===== config.mk =====
export PLATFORM = sky130hd
export DESIGN_NAME = align_shift_pipe_flat
export DESIGN_NICKNAME = d
export VERILOG_FILES = /design/src/rtl/align_shift_if.sv /design/src/rtl/align_shift_pipe.sv /design/src/flat_wrapper.sv
export SDC_FILE = /design/constraint.sdc
export NUM_CORES = 1
export LEC_CHECK = 0
export CORE_ASPECT_RATIO = 0.9
export CORE_MARGIN = 2
export CORE_UTILIZATION = 53
export CTS_CLUSTER_DIAMETER = 30
export DETAILED_ROUTE_END_ITERATION = 8
export PLACE_DENSITY_LB_ADDON = 0.2
export RECOVER_POWER = 50
export SLEW_MARGIN = 20
export SYNTH_ARGS = -nofsm -noshare
export SYNTH_HDL_FRONTEND = slang
export SYNTH_SLANG_ARGS = --single-unit
export TNS_END_PERCENT = 100

===== constraint.sdc =====
create_clock -name clk -period 2.3 [get_ports clk]
set_clock_uncertainty 0.15 [all_clocks]
set_input_delay 0.46 -clock clk [delete_from_list [all_inputs] [get_ports clk]]
set_output_delay 0.46 -clock clk [all_outputs]
set_load 0.02 [all_outputs]

===== src/rtl/align_shift_if.sv =====
// Handshake bundle for align_shift_pipe. The unit connects through the slave modport.
// When ALIGN_LEFT_EN is defined, the bundle also carries the in_left direction bit.
interface align_shift_if #(
    parameter int WIDTH   = 24,
    parameter int SHAMT_W = 8,
    parameter int TAG_W   = 4
);
    // Valid/ready: a transfer happens on a rising clk edge where valid && ready.
    // A producer holds its payload stable until that transfer. Ready never
    // looks at valid on the same side of the interface.
    logic               in_valid;
    logic               in_ready;
    logic [WIDTH-1:0]   in_data;
    logic [SHAMT_W-1:0] in_shamt;
    logic [TAG_W-1:0]   in_tag;
`ifdef ALIGN_LEFT_EN
    logic               in_left;
`endif
    logic               out_valid;
    logic               out_ready;
    logic [WIDTH-1:0]   out_data;
    logic               out_guard;
    logic               out_round;
    logic               out_sticky;
    logic [TAG_W-1:0]   out_tag;
    logic               out_zero;

    modport master (
`ifdef ALIGN_LEFT_EN
        output in_left,
`endif
        output in_valid, in_data, in_shamt, in_tag, out_ready,
        input  in_ready, out_valid, out_data, out_guard, out_round,
        input  out_sticky, out_tag, out_zero
    );

    modport slave (
`ifdef ALIGN_LEFT_EN
        input  in_left,
`endif
        input  in_valid, in_data, in_shamt, in_tag, out_ready,
        output in_ready, out_valid, out_data, out_guard, out_round,
        output out_sticky, out_tag, out_zero
    );
endinterface


===== src/rtl/align_shift_pipe.sv =====
// Two-stage right-shift alignment with guard/round/sticky generation for the FP adder.
// Define ALIGN_LEFT_EN to add a per-operation left-shift (normalisation) mode.
module align_shift_pipe #(
    parameter int WIDTH   = 24,
    parameter int SHAMT_W = 8,
    parameter int SPLIT   = 3,
    parameter int TAG_W   = 4
) (
    input logic        clk,
    input logic        rst_n,
    align_shift_if.slave bus
);
    localparam int EXT_W = WIDTH + 2;
    localparam logic [SHAMT_W-1:0] LO_MASK = SHAMT_W'((1 << SPLIT) - 1);

    logic               s1_valid_q, s1_valid_d;
    logic [EXT_W-1:0]   s1_vec_q, s1_vec_d;
    logic               s1_sticky_q, s1_sticky_d;
    logic [SPLIT-1:0]   s1_lo_q, s1_lo_d;
    logic               s1_left_q, s1_left_d;
    logic [TAG_W-1:0]   s1_tag_q, s1_tag_d;

    logic               out_valid_q, out_valid_d;
    logic [WIDTH-1:0]   out_data_q, out_data_d;
    logic               out_guard_q, out_guard_d;
    logic               out_round_q, out_round_d;
    logic               out_sticky_q, out_sticky_d;
    logic [TAG_W-1:0]   out_tag_q, out_tag_d;
    logic               out_zero_q, out_zero_d;

    logic               s2_adv;
    logic               s1_adv;
    logic               in_left;
    logic               in_sat;
    logic [SHAMT_W-1:0] shamt_hi;
    logic [EXT_W-1:0]   ext_in;
    logic [EXT_W-1:0]   lost1;
    logic [EXT_W-1:0]   s2_vec;
    logic [EXT_W-1:0]   lost2;
    logic               s2_sticky;

`ifdef ALIGN_LEFT_EN
    assign in_left = bus.in_left;
`else
    assign in_left = 1'b0;
`endif

    // Advance conditions depend only on registered valids and out_ready,
    // so in_ready has no path from in_valid.
    always_comb begin
        s2_adv = !out_valid_q || bus.out_ready;
        s1_adv = !s1_valid_q || s2_adv;
    end

    assign bus.in_ready = s1_adv;

    // Stage 1: coarse shift by the high shift bits, saturation decided here.
    always_comb begin
        shamt_hi = bus.in_shamt & ~LO_MASK;
        ext_in   = {bus.in_data, 2'b00};
        in_sat   = 32'(bus.in_shamt) >= 32'(EXT_W);
        lost1    = ext_in & ~({EXT_W{1'b1}} << shamt_hi);

        s1_valid_d  = s1_valid_q;
        s1_vec_d    = s1_vec_q;
        s1_sticky_d = s1_sticky_q;
        s1_lo_d     = s1_lo_q;
        s1_left_d   = s1_left_q;
        s1_tag_d    = s1_tag_q;

        if (s1_adv) begin
            s1_valid_d = bus.in_valid;
        end
        if (s1_adv && bus.in_valid) begin
            s1_tag_d  = bus.in_tag;
            s1_left_d = in_left;
            s1_lo_d   = bus.in_shamt[SPLIT-1:0];
            if (in_left) begin
                // Overflowing bits simply drop off the top; no rounding info.
                s1_vec_d    = ext_in << shamt_hi;
                s1_sticky_d = 1'b0;
            end else if (in_sat) begin
                // Everything is shifted out; zero the fine shift so stage 2 is a no-op.
                s1_vec_d    = '0;
                s1_sticky_d = |bus.in_data;
                s1_lo_d     = '0;
            end else begin
                s1_vec_d    = ext_in >> shamt_hi;
                s1_sticky_d = |lost1;
            end
        end
    end

    // Stage 2: fine shift by the low bits, fold newly lost bits into sticky.
    always_comb begin
        s2_vec    = s1_left_q ? (s1_vec_q << s1_lo_q) : (s1_vec_q >> s1_lo_q);
        lost2     = s1_left_q ? '0 : (s1_vec_q & ~({EXT_W{1'b1}} << s1_lo_q));
        s2_sticky = s1_sticky_q | (|lost2);

        out_valid_d  = out_valid_q;
        out_data_d   = out_data_q;
        out_guard_d  = out_guard_q;
        out_round_d  = out_round_q;
        out_sticky_d = out_sticky_q;
        out_tag_d    = out_tag_q;
        out_zero_d   = out_zero_q;

        if (s2_adv) begin
            out_valid_d = s1_valid_q;
        end
        if (s2_adv && s1_valid_q) begin
            out_data_d   = s2_vec[EXT_W-1:2];
            out_guard_d  = s2_vec[1];
            out_round_d  = s2_vec[0];
            out_sticky_d = s2_sticky;
            out_tag_d    = s1_tag_q;
            out_zero_d   = !((|s2_vec) || s2_sticky);
        end
    end

    always_ff @(posedge clk or negedge rst_n) begin
        if (!rst_n) begin
            s1_valid_q   <= 1'b0;
            s1_vec_q     <= '0;
            s1_sticky_q  <= 1'b0;
            s1_lo_q      <= '0;
            s1_left_q    <= 1'b0;
            s1_tag_q     <= '0;
            out_valid_q  <= 1'b0;
            out_data_q   <= '0;
            out_guard_q  <= 1'b0;
            out_round_q  <= 1'b0;
            out_sticky_q <= 1'b0;
            out_tag_q    <= '0;
            out_zero_q   <= 1'b1;
        end else begin
            s1_valid_q   <= s1_valid_d;
            s1_vec_q     <= s1_vec_d;
            s1_sticky_q  <= s1_sticky_d;
            s1_lo_q      <= s1_lo_d;
            s1_left_q    <= s1_left_d;
            s1_tag_q     <= s1_tag_d;
            out_valid_q  <= out_valid_d;
            out_data_q   <= out_data_d;
            out_guard_q  <= out_guard_d;
            out_round_q  <= out_round_d;
            out_sticky_q <= out_sticky_d;
            out_tag_q    <= out_tag_d;
            out_zero_q   <= out_zero_d;
        end
    end

    assign bus.out_valid  = out_valid_q;
    assign bus.out_data   = out_data_q;
    assign bus.out_guard  = out_guard_q;
    assign bus.out_round  = out_round_q;
    assign bus.out_sticky = out_sticky_q;
    assign bus.out_tag    = out_tag_q;
    assign bus.out_zero   = out_zero_q;

endmodule


===== src/flat_wrapper.sv =====
// flat-port wrapper written by rule: the top's interface ports become plain ports
module align_shift_pipe_flat 
#(
    parameter int WIDTH   = 24,
    parameter int SHAMT_W = 8,
    parameter int SPLIT   = 3,
    parameter int TAG_W   = 4
)
  (clk, rst_n, bus_in_valid, bus_in_data, bus_in_shamt, bus_in_tag, bus_out_ready, bus_in_ready, bus_out_valid, bus_out_data, bus_out_guard, bus_out_round, bus_out_sticky, bus_out_tag, bus_out_zero);
  align_shift_if #(.WIDTH(WIDTH), .SHAMT_W(SHAMT_W), .TAG_W(TAG_W)) bus_i ();
  input logic clk;
  input logic rst_n;
  input wire logic [$bits(bus_i.in_valid)-1:0] bus_in_valid;
  input wire logic [$bits(bus_i.in_data)-1:0] bus_in_data;
  input wire logic [$bits(bus_i.in_shamt)-1:0] bus_in_shamt;
  input wire logic [$bits(bus_i.in_tag)-1:0] bus_in_tag;
  input wire logic [$bits(bus_i.out_ready)-1:0] bus_out_ready;
  output wire logic [$bits(bus_i.in_ready)-1:0] bus_in_ready;
  output wire logic [$bits(bus_i.out_valid)-1:0] bus_out_valid;
  output wire logic [$bits(bus_i.out_data)-1:0] bus_out_data;
  output wire logic [$bits(bus_i.out_guard)-1:0] bus_out_guard;
  output wire logic [$bits(bus_i.out_round)-1:0] bus_out_round;
  output wire logic [$bits(bus_i.out_sticky)-1:0] bus_out_sticky;
  output wire logic [$bits(bus_i.out_tag)-1:0] bus_out_tag;
  output wire logic [$bits(bus_i.out_zero)-1:0] bus_out_zero;
  assign bus_i.in_valid = bus_in_valid;
  assign bus_i.in_data = bus_in_data;
  assign bus_i.in_shamt = bus_in_shamt;
  assign bus_i.in_tag = bus_in_tag;
  assign bus_i.out_ready = bus_out_ready;
  assign bus_in_ready = bus_i.in_ready;
  assign bus_out_valid = bus_i.out_valid;
  assign bus_out_data = bus_i.out_data;
  assign bus_out_guard = bus_i.out_guard;
  assign bus_out_round = bus_i.out_round;
  assign bus_out_sticky = bus_i.out_sticky;
  assign bus_out_tag = bus_i.out_tag;
  assign bus_out_zero = bus_i.out_zero;
  align_shift_pipe #(.WIDTH(WIDTH), .SHAMT_W(SHAMT_W), .SPLIT(SPLIT), .TAG_W(TAG_W)) u_core (.clk(clk), .rst_n(rst_n), .bus(bus_i));
endmodule

==> impl_metrics.tcl, run 1 <==
set metrics [dict create \
    outcome "finished clean" \
    total_leakage_power_uw 0.00225 \
    drv_slew 0 \
    grt.overflow.total 0 \
    numCtsBuffers 9 \
    period_share_pct 97.0 \
    pre_cts_ws_ns -0.0683 \
    final.setup.tns_ns 0 \
    die_area_mm2 0.00857 \
    first_pass_iters 5 \
    grt_usage_pct 24.9 \
    synth_edf_count 0 \
    root_buffer "clkbuf_8" \
    cts_sinks 68 \
    clock_latency_ns 0.36 \
    tritoncts "yes" \
    p_seq_share_pct 44.3 \
    grt_max_degree 48 \
    crit_required_ns 2.41 \
    drt-initial-drc-count 254 \
    syn_avg_cell_area_um2 10.6 \
    worst_slack_ns 0.0687 \
    p_sw_share_pct 28.3 \
    clockBufferDepth 2 \
    r2r_start "u_core.s1_lo_q[0]" \
    p_int_uw 2150 \
    synthCells 392 \
    worstMarginPinSlew_ns 1.24 \
    seq_area_frac_synth_pct 41.0 \
    ant_nets 0 \
    grt_pass1_wl_mm 16.8 \
    final_common_cell "clkdlybuf4s50_1" \
    reg2reg_setup_slack_ns 0.07 \
    final_cell_mix "clkdlybuf4s50_1 (70), dfrtp_1 (66), mux2i_1 (55)" \
    die_x_um 97.3 \
    h-tree-depth 3 \
    hold_class "flip-flop to flip-flop" \
    combPwrFrac_pct 21.3 \
    switchingPower_uw 847 \
    relSlewSlack_pct 17.1 \
    wl_per_cell_um 17.6 \
    die_h_um 88.0 \
    critPathMaxFanout 5 \
    n_antenna_cell 0 \
    max_cap_viol_count 0 \
    synth_area_mm2 0.00416 \
    post-route-drc-count 0 \
    worst-setup-path-type "flip-flop to flip-flop" \
    hold_depth 2 \
    async_flop_share_pct 100 \
    register_area_mm2 0.00170 \
    min_from "u_core.bus.out_data[8]" \
    place_congestion 0.928 \
    post-dp-hpwl_mm 7.64 \
    row_count 30 \
    drive_gt1_share_pct 17.4 \
    timing.fmax_mhz 448 \
    ys_ff_latch 68 \
    initial_utilization_pct 54.8 \
    p_per_area_mw_per_mm2 555 \
    syn_to_final_growth_pct 29.9 \
    hold-worst-slack_ns 0.329 \
    via_per_inst 6.08 \
    crit_arrival_ns 2.34 \
    min_period_ns 2.23 \
    final_cells 578 \
    r2r-end "u_core.bus.out_zero" \
    via_count 3516 \
    vdd_drop_max_mv 0.322 \
    dpl.cell_count 558 \
    n_fill_cell 600 \
    worstHoldEndpoint "u_core.bus.out_data[8]" \
    synth-warning-count 0 \
    clk_pin_slew_ns 0.07 \
    synthFlopType "dfrtp_1" \
    end_kind "flip-flop" \
    synth_cell_types 47 \
    hold_violations 0 \
    syn_nets 432 \
    wl_mm 10.2 \
    multi_input_area_mm2 0.00231 \
    coreArea_mm2 0.00758 \
    clock_power_share_pct 34.5 \
    r2r_cells 6 \
    io_buffer_count 73 \
    grt_pass1_vias 3372 \
    nNetsFinal 517 \
    io_pins 74 \
    finalSetupViolations 0 \
    start_kind "flip-flop" \
    antenna_found_initial 0 \
]
[cells in the mapped netlist, types with 2 or more instances]
cell type,instances,area (µm²)
buf_2,7,35.0
a22o_1,20,175
nor3_1,7,35.0
o41ai_1,2,17.5
a211oi_1,4,30.0
o2111ai_1,3,26.3
a221o_1,4,40.0
mux2i_1,59,591
inv_1,5,18.8
nand3_1,3,15.0
o22ai_1,2,12.5
nand2_1,49,184
nor2b_1,3,18.8
nand2b_1,5,31.3
nor3b_1,3,22.5
a21oi_1,8,40.0
nand4_1,2,12.5
dfrtp_1,67,1680
clkbuf_1,19,71.3
mux4_2,14,315
nor4_1,8,50.1
mux2_2,9,101
a31oi_1,3,18.8
a22oi_1,2,15.0
a21o_1,2,15.0
buf_1,2,7.51
o21ai_1,18,90.1
or3_1,4,25.0
nor2_1,19,71.3
o21ai_0,17,85.1
buf_4,2,15.0
mux4_1,5,131
[through the flow]
step	area, µm²	utilization [%]	power [µW]
2_1_floorplan	4160	-	1680
3_3_place_gp	5120	67.6	1970
3_5_place_dp	5120	67.6	1980
4_1_cts	5350	70.6	3020
5_1_grt	5400	71.2	3120
6_report	5400	71.2	3000
[power groups by stage]
stage,combinational [µW],clock [µW],sequential (µW)
detailed placement,630,0,1350
global placement,622,0,1350
CTS,633,1060,1330
floorplan,281,0,1400
global route,687,1100,1340
finish,637,1030,1330
[state kept, by name, summed over array words and instances, names as in the netlist]
signal / cells
u_core.s1_tag_q: 4
u_core.s1_sticky_q: 1
u_core.bus.out_zero: 1
u_core.bus.out_guard: 1
u_core.s1_lo_q: 3
u_core.s1_valid_q: 1
u_core.bus.out_data: 24
u_core.bus.out_sticky: 1
u_core.bus.out_valid: 1
u_core.bus.out_tag: 4
u_core.bus.out_round: 1
u_core.s1_vec_q: 26
[routing by layer]
metal	track usage, %	up-vias	wire length (µm)
met5	0	-	0
met4	10.6	0	197
met3	3.83	20	513
met2	40.3	135	4790
met1	34.1	1706	4700
li1	-	1655	-
[final cells by class]
cell class	count	area share (%)
flip-flops and latches	68	31.6
inverters	6	0.417
repair buffers	105	19.0
multi-input cells	287	42.9
clock buffers	11	2.80
well taps	96	2.22
clock inverters	5	1.11
[cell families (layout without fill, tap and decap cells)]
kind of cell	after synthesis	after routing	synth area share [%]
muxes	87	87	27.4
AOI/OAI and AO/OA	93	93	15.5
buffers and inverters	37	127	3.91
and+or+nand+nor	107	107	12.2
DFF	68	68	41.0
[worst max-delay path, cell delays in order (launching register included)]
cell and delay [ns]:
dfrtp_2 0.40, buf_12 0.12, buf_4 0.11, mux4_2 0.53, nor4_2 0.28, o2111ai_1 0.18, o41ai_2 0.35
[timing repair]
item                                   CTS  global route
gates resized for setup                  3             9
endpoints found under the hold margin   21             0
hold buffers                             1             0
setup endpoints to repair                2             1
setup buffers                            0             3
cloned                                   0             0
[worst max path at each step]
stage	endpoint	startpoint	slack [ns]	cells after the start
floorplan	u_core.s1_vec_q[2]	bus_out_ready	0.17	6
CTS	u_core.bus.out_zero	u_core.s1_lo_q[0]	0.002	5
finish	u_core.bus.out_zero	u_core.s1_lo_q[0]	0.07	6
global placement	bus_in_ready	bus_out_ready	0.009	3
detailed placement	u_core.s1_vec_q[22]	bus_in_shamt[6]	-0.07	6
global route	u_core.bus.out_zero	u_core.s1_lo_q[0]	-0.02	6
No activity file was read; power rests on OpenSTA's default activity.
==> run 2: changes to the inputs <==
--- a/config.mk
+++ b/config.mk
@@ -5,9 +5,11 @@
 export SDC_FILE = /design/constraint.sdc
 export NUM_CORES = 1
 export LEC_CHECK = 0
+export CELL_PAD_IN_SITES_DETAIL_PLACEMENT = 0
+export CELL_PAD_IN_SITES_GLOBAL_PLACEMENT = 1
 export CORE_ASPECT_RATIO = 0.9
 export CORE_MARGIN = 2
-export CORE_UTILIZATION = 53
+export CORE_UTILIZATION = 42
 export CTS_CLUSTER_DIAMETER = 30
 export DETAILED_ROUTE_END_ITERATION = 8
 export PLACE_DENSITY_LB_ADDON = 0.2
==> run 2 against run 1 <==
Effect of this change:
- worst hold slack gained 0.0021 ns
- global-route usage down 3.5 points
- power grew 3.1%
- via count is 0.60% lower
==> impl_metrics.tcl, run 2 (synthesized netlist as in run 1, its figures left out) <==
set metrics [dict create \
    crit_arrival_ns 2.32 \
    cp_top_family "compound AO/OA/AOI/OAI gates" \
    grt_pass1_wl_mm 17.7 \
    place_congestion 0.959 \
    relSlewSlack_pct 60.8 \
    via_count 3495 \
    initial_utilization_pct 43.0 \
    nNetsFinal 532 \
    start_kind "flip-flop" \
    total_leakage_power_uw 0.00233 \
    vdd_drop_max_mv 0.377 \
    final_common_cell "clkdlybuf4s50_1" \
    die_x_um 109 \
    grt_max_degree 46 \
    drv_slew 0 \
    wl_per_cell_um 17.0 \
    die_area_mm2 0.0107 \
    worst-setup-path-type "flip-flop to flip-flop" \
    worstMarginPinSlew_ns 0.588 \
    post-dp-hpwl_mm 8.25 \
    pre_cts_ws_ns -0.00641 \
    min_period_ns 2.21 \
    critPathSlowestCell "mux4_2" \
    numCtsBuffers 9 \
    timing.fmax_mhz 453 \
    coreArea_mm2 0.00966 \
    wl_mm 10.6 \
    end_kind "flip-flop" \
    io_pins 74 \
    worst_slack_ns 0.0934 \
    n_antenna_cell 0 \
    multi_input_area_mm2 0.00229 \
    first_pass_iters 4 \
    register_area_mm2 0.00170 \
    die_h_um 98.4 \
    post-route-drc-count 0 \
    cts_sinks 68 \
    finalPower_uw 3090 \
    critPathMaxStageDelay_ns 0.45 \
    n_fill_cell 879 \
    ant_nets 0 \
    via_per_inst 5.61 \
    final_cell_mix "clkdlybuf4s50_1 (70), dfrtp_1 (66), mux2i_1 (59)" \
    period_share_pct 95.9 \
    drt-initial-drc-count 154 \
    hold_violations 0 \
    h-tree-depth 3 \
    critPathMaxFanout 5 \
    p_per_area_mw_per_mm2 561 \
    crit_required_ns 2.41 \
    crit_top_cell "buf_4" \
    clock_latency_ns 0.36 \
    regMostFlops "u_core.s1_vec_q" \
    finalSetupViolations 0 \
    tritoncts "yes" \
    io_buffer_count 73 \
    clockBufferDepth 2 \
    outcome "finished clean" \
    row_count 34 \
    grt.overflow.total 0 \
    drive_gt1_share_pct 18.5 \
    antenna_found_initial 0 \
    cp.buffers_inverters 2 \
    grt_pass1_vias 3472 \
    root_buffer "clkbuf_8" \
    final_util_pct 57.0 \
    hold_class "flip-flop to flip-flop" \
    largest_reg_flops 26 \
    max_cap_viol_count 0 \
    syn_to_final_growth_pct 32.4 \
    grt_usage_pct 21.4 \
    clk_pin_slew_ns 0.08 \
    crit_chain "buf_4, buf_4, mux4_2, nor4_1, o2111ai_1, o41ai_2" \
]
## run 2: cell count changes in the layout (fill, tap and decap cells not counted), sizes merged
cell	previous run	this run
inv	6	7
bufinv	1	2
clkinv	3	4
clkinvlp	1	0
buf	29	43
clkbuf	14	13
## run 2: final timing paths
kind                                         from                endpoint  slack (ns)  cells after the start
max reg2reg                     u_core.s1_lo_q[0]     u_core.bus.out_zero        0.09                      6
min reg2reg                u_core.bus.out_data[2]  u_core.bus.out_data[2]        0.33                      2
max                             u_core.s1_lo_q[0]     u_core.bus.out_zero        0.09                      6
min                        u_core.bus.out_data[2]  u_core.bus.out_data[2]        0.33                      2
max in group asynchronous                   rst_n     u_core.s1_vec_q[11]        0.52                      3
min in group asynchronous                   rst_n  u_core.bus.out_data[5]        0.45                      2
## run 2: power breakdown
group	leakage [µW]	internal (µW)	switching, µW	total, µW
clock	0.000114	617	498	1120
sequential	0.000909	1270	50.3	1320
combinational	0.00131	324	327	651
total	0.00233	2210	875	3090
## run 2: stage by stage
stage	instance area, µm²	hold slack [ns]	setup TNS, ns	instances
4_1_cts	5510	0.340	0	620
5_1_grt	5500	0.355	-0.00393	623
3_3_place_gp	5260	0.310	0	601
2_1_floorplan	4160	0.0144	0	392
3_5_place_dp	5260	0.321	-0.0126	601
6_report	5500	0.331	0	623
## run 2: layout make-up
cell class	count	area share (%)
multi-input cells	287	41.6
flip-flops and latches	68	31.0
repair buffers	120	20.1
well taps	126	2.87
clock buffers	9	2.25
clock inverters	7	1.82
inverters	6	0.409
## run 2: tightest hold or removal path, cell delays in order (launching register included)
cell     delay, ns
dfrtp_1       0.35
nand2_1       0.04
o21ai_0       0.06
## run 2: layer usage
| metal | vias up | GRT usage (%) | share of wire [%] |
|---|---|---|---|
| li1 | 1686 | - | - |
| met1 | 1668 | 30.6 | 47 |
| met2 | 122 | 31.2 | 45 |
| met3 | 19 | 5.81 | 5.8 |
| met4 | 0 | 7.89 | 2.3 |
| met5 | - | 0 | 0 |
## run 2: repair_timing
action	CTS	global route
endpoints found under the hold margin	22	0
hold buffers	1	0
gates resized for setup	1	5
endpoints found under the setup margin	2	1
buffers inserted	2	3
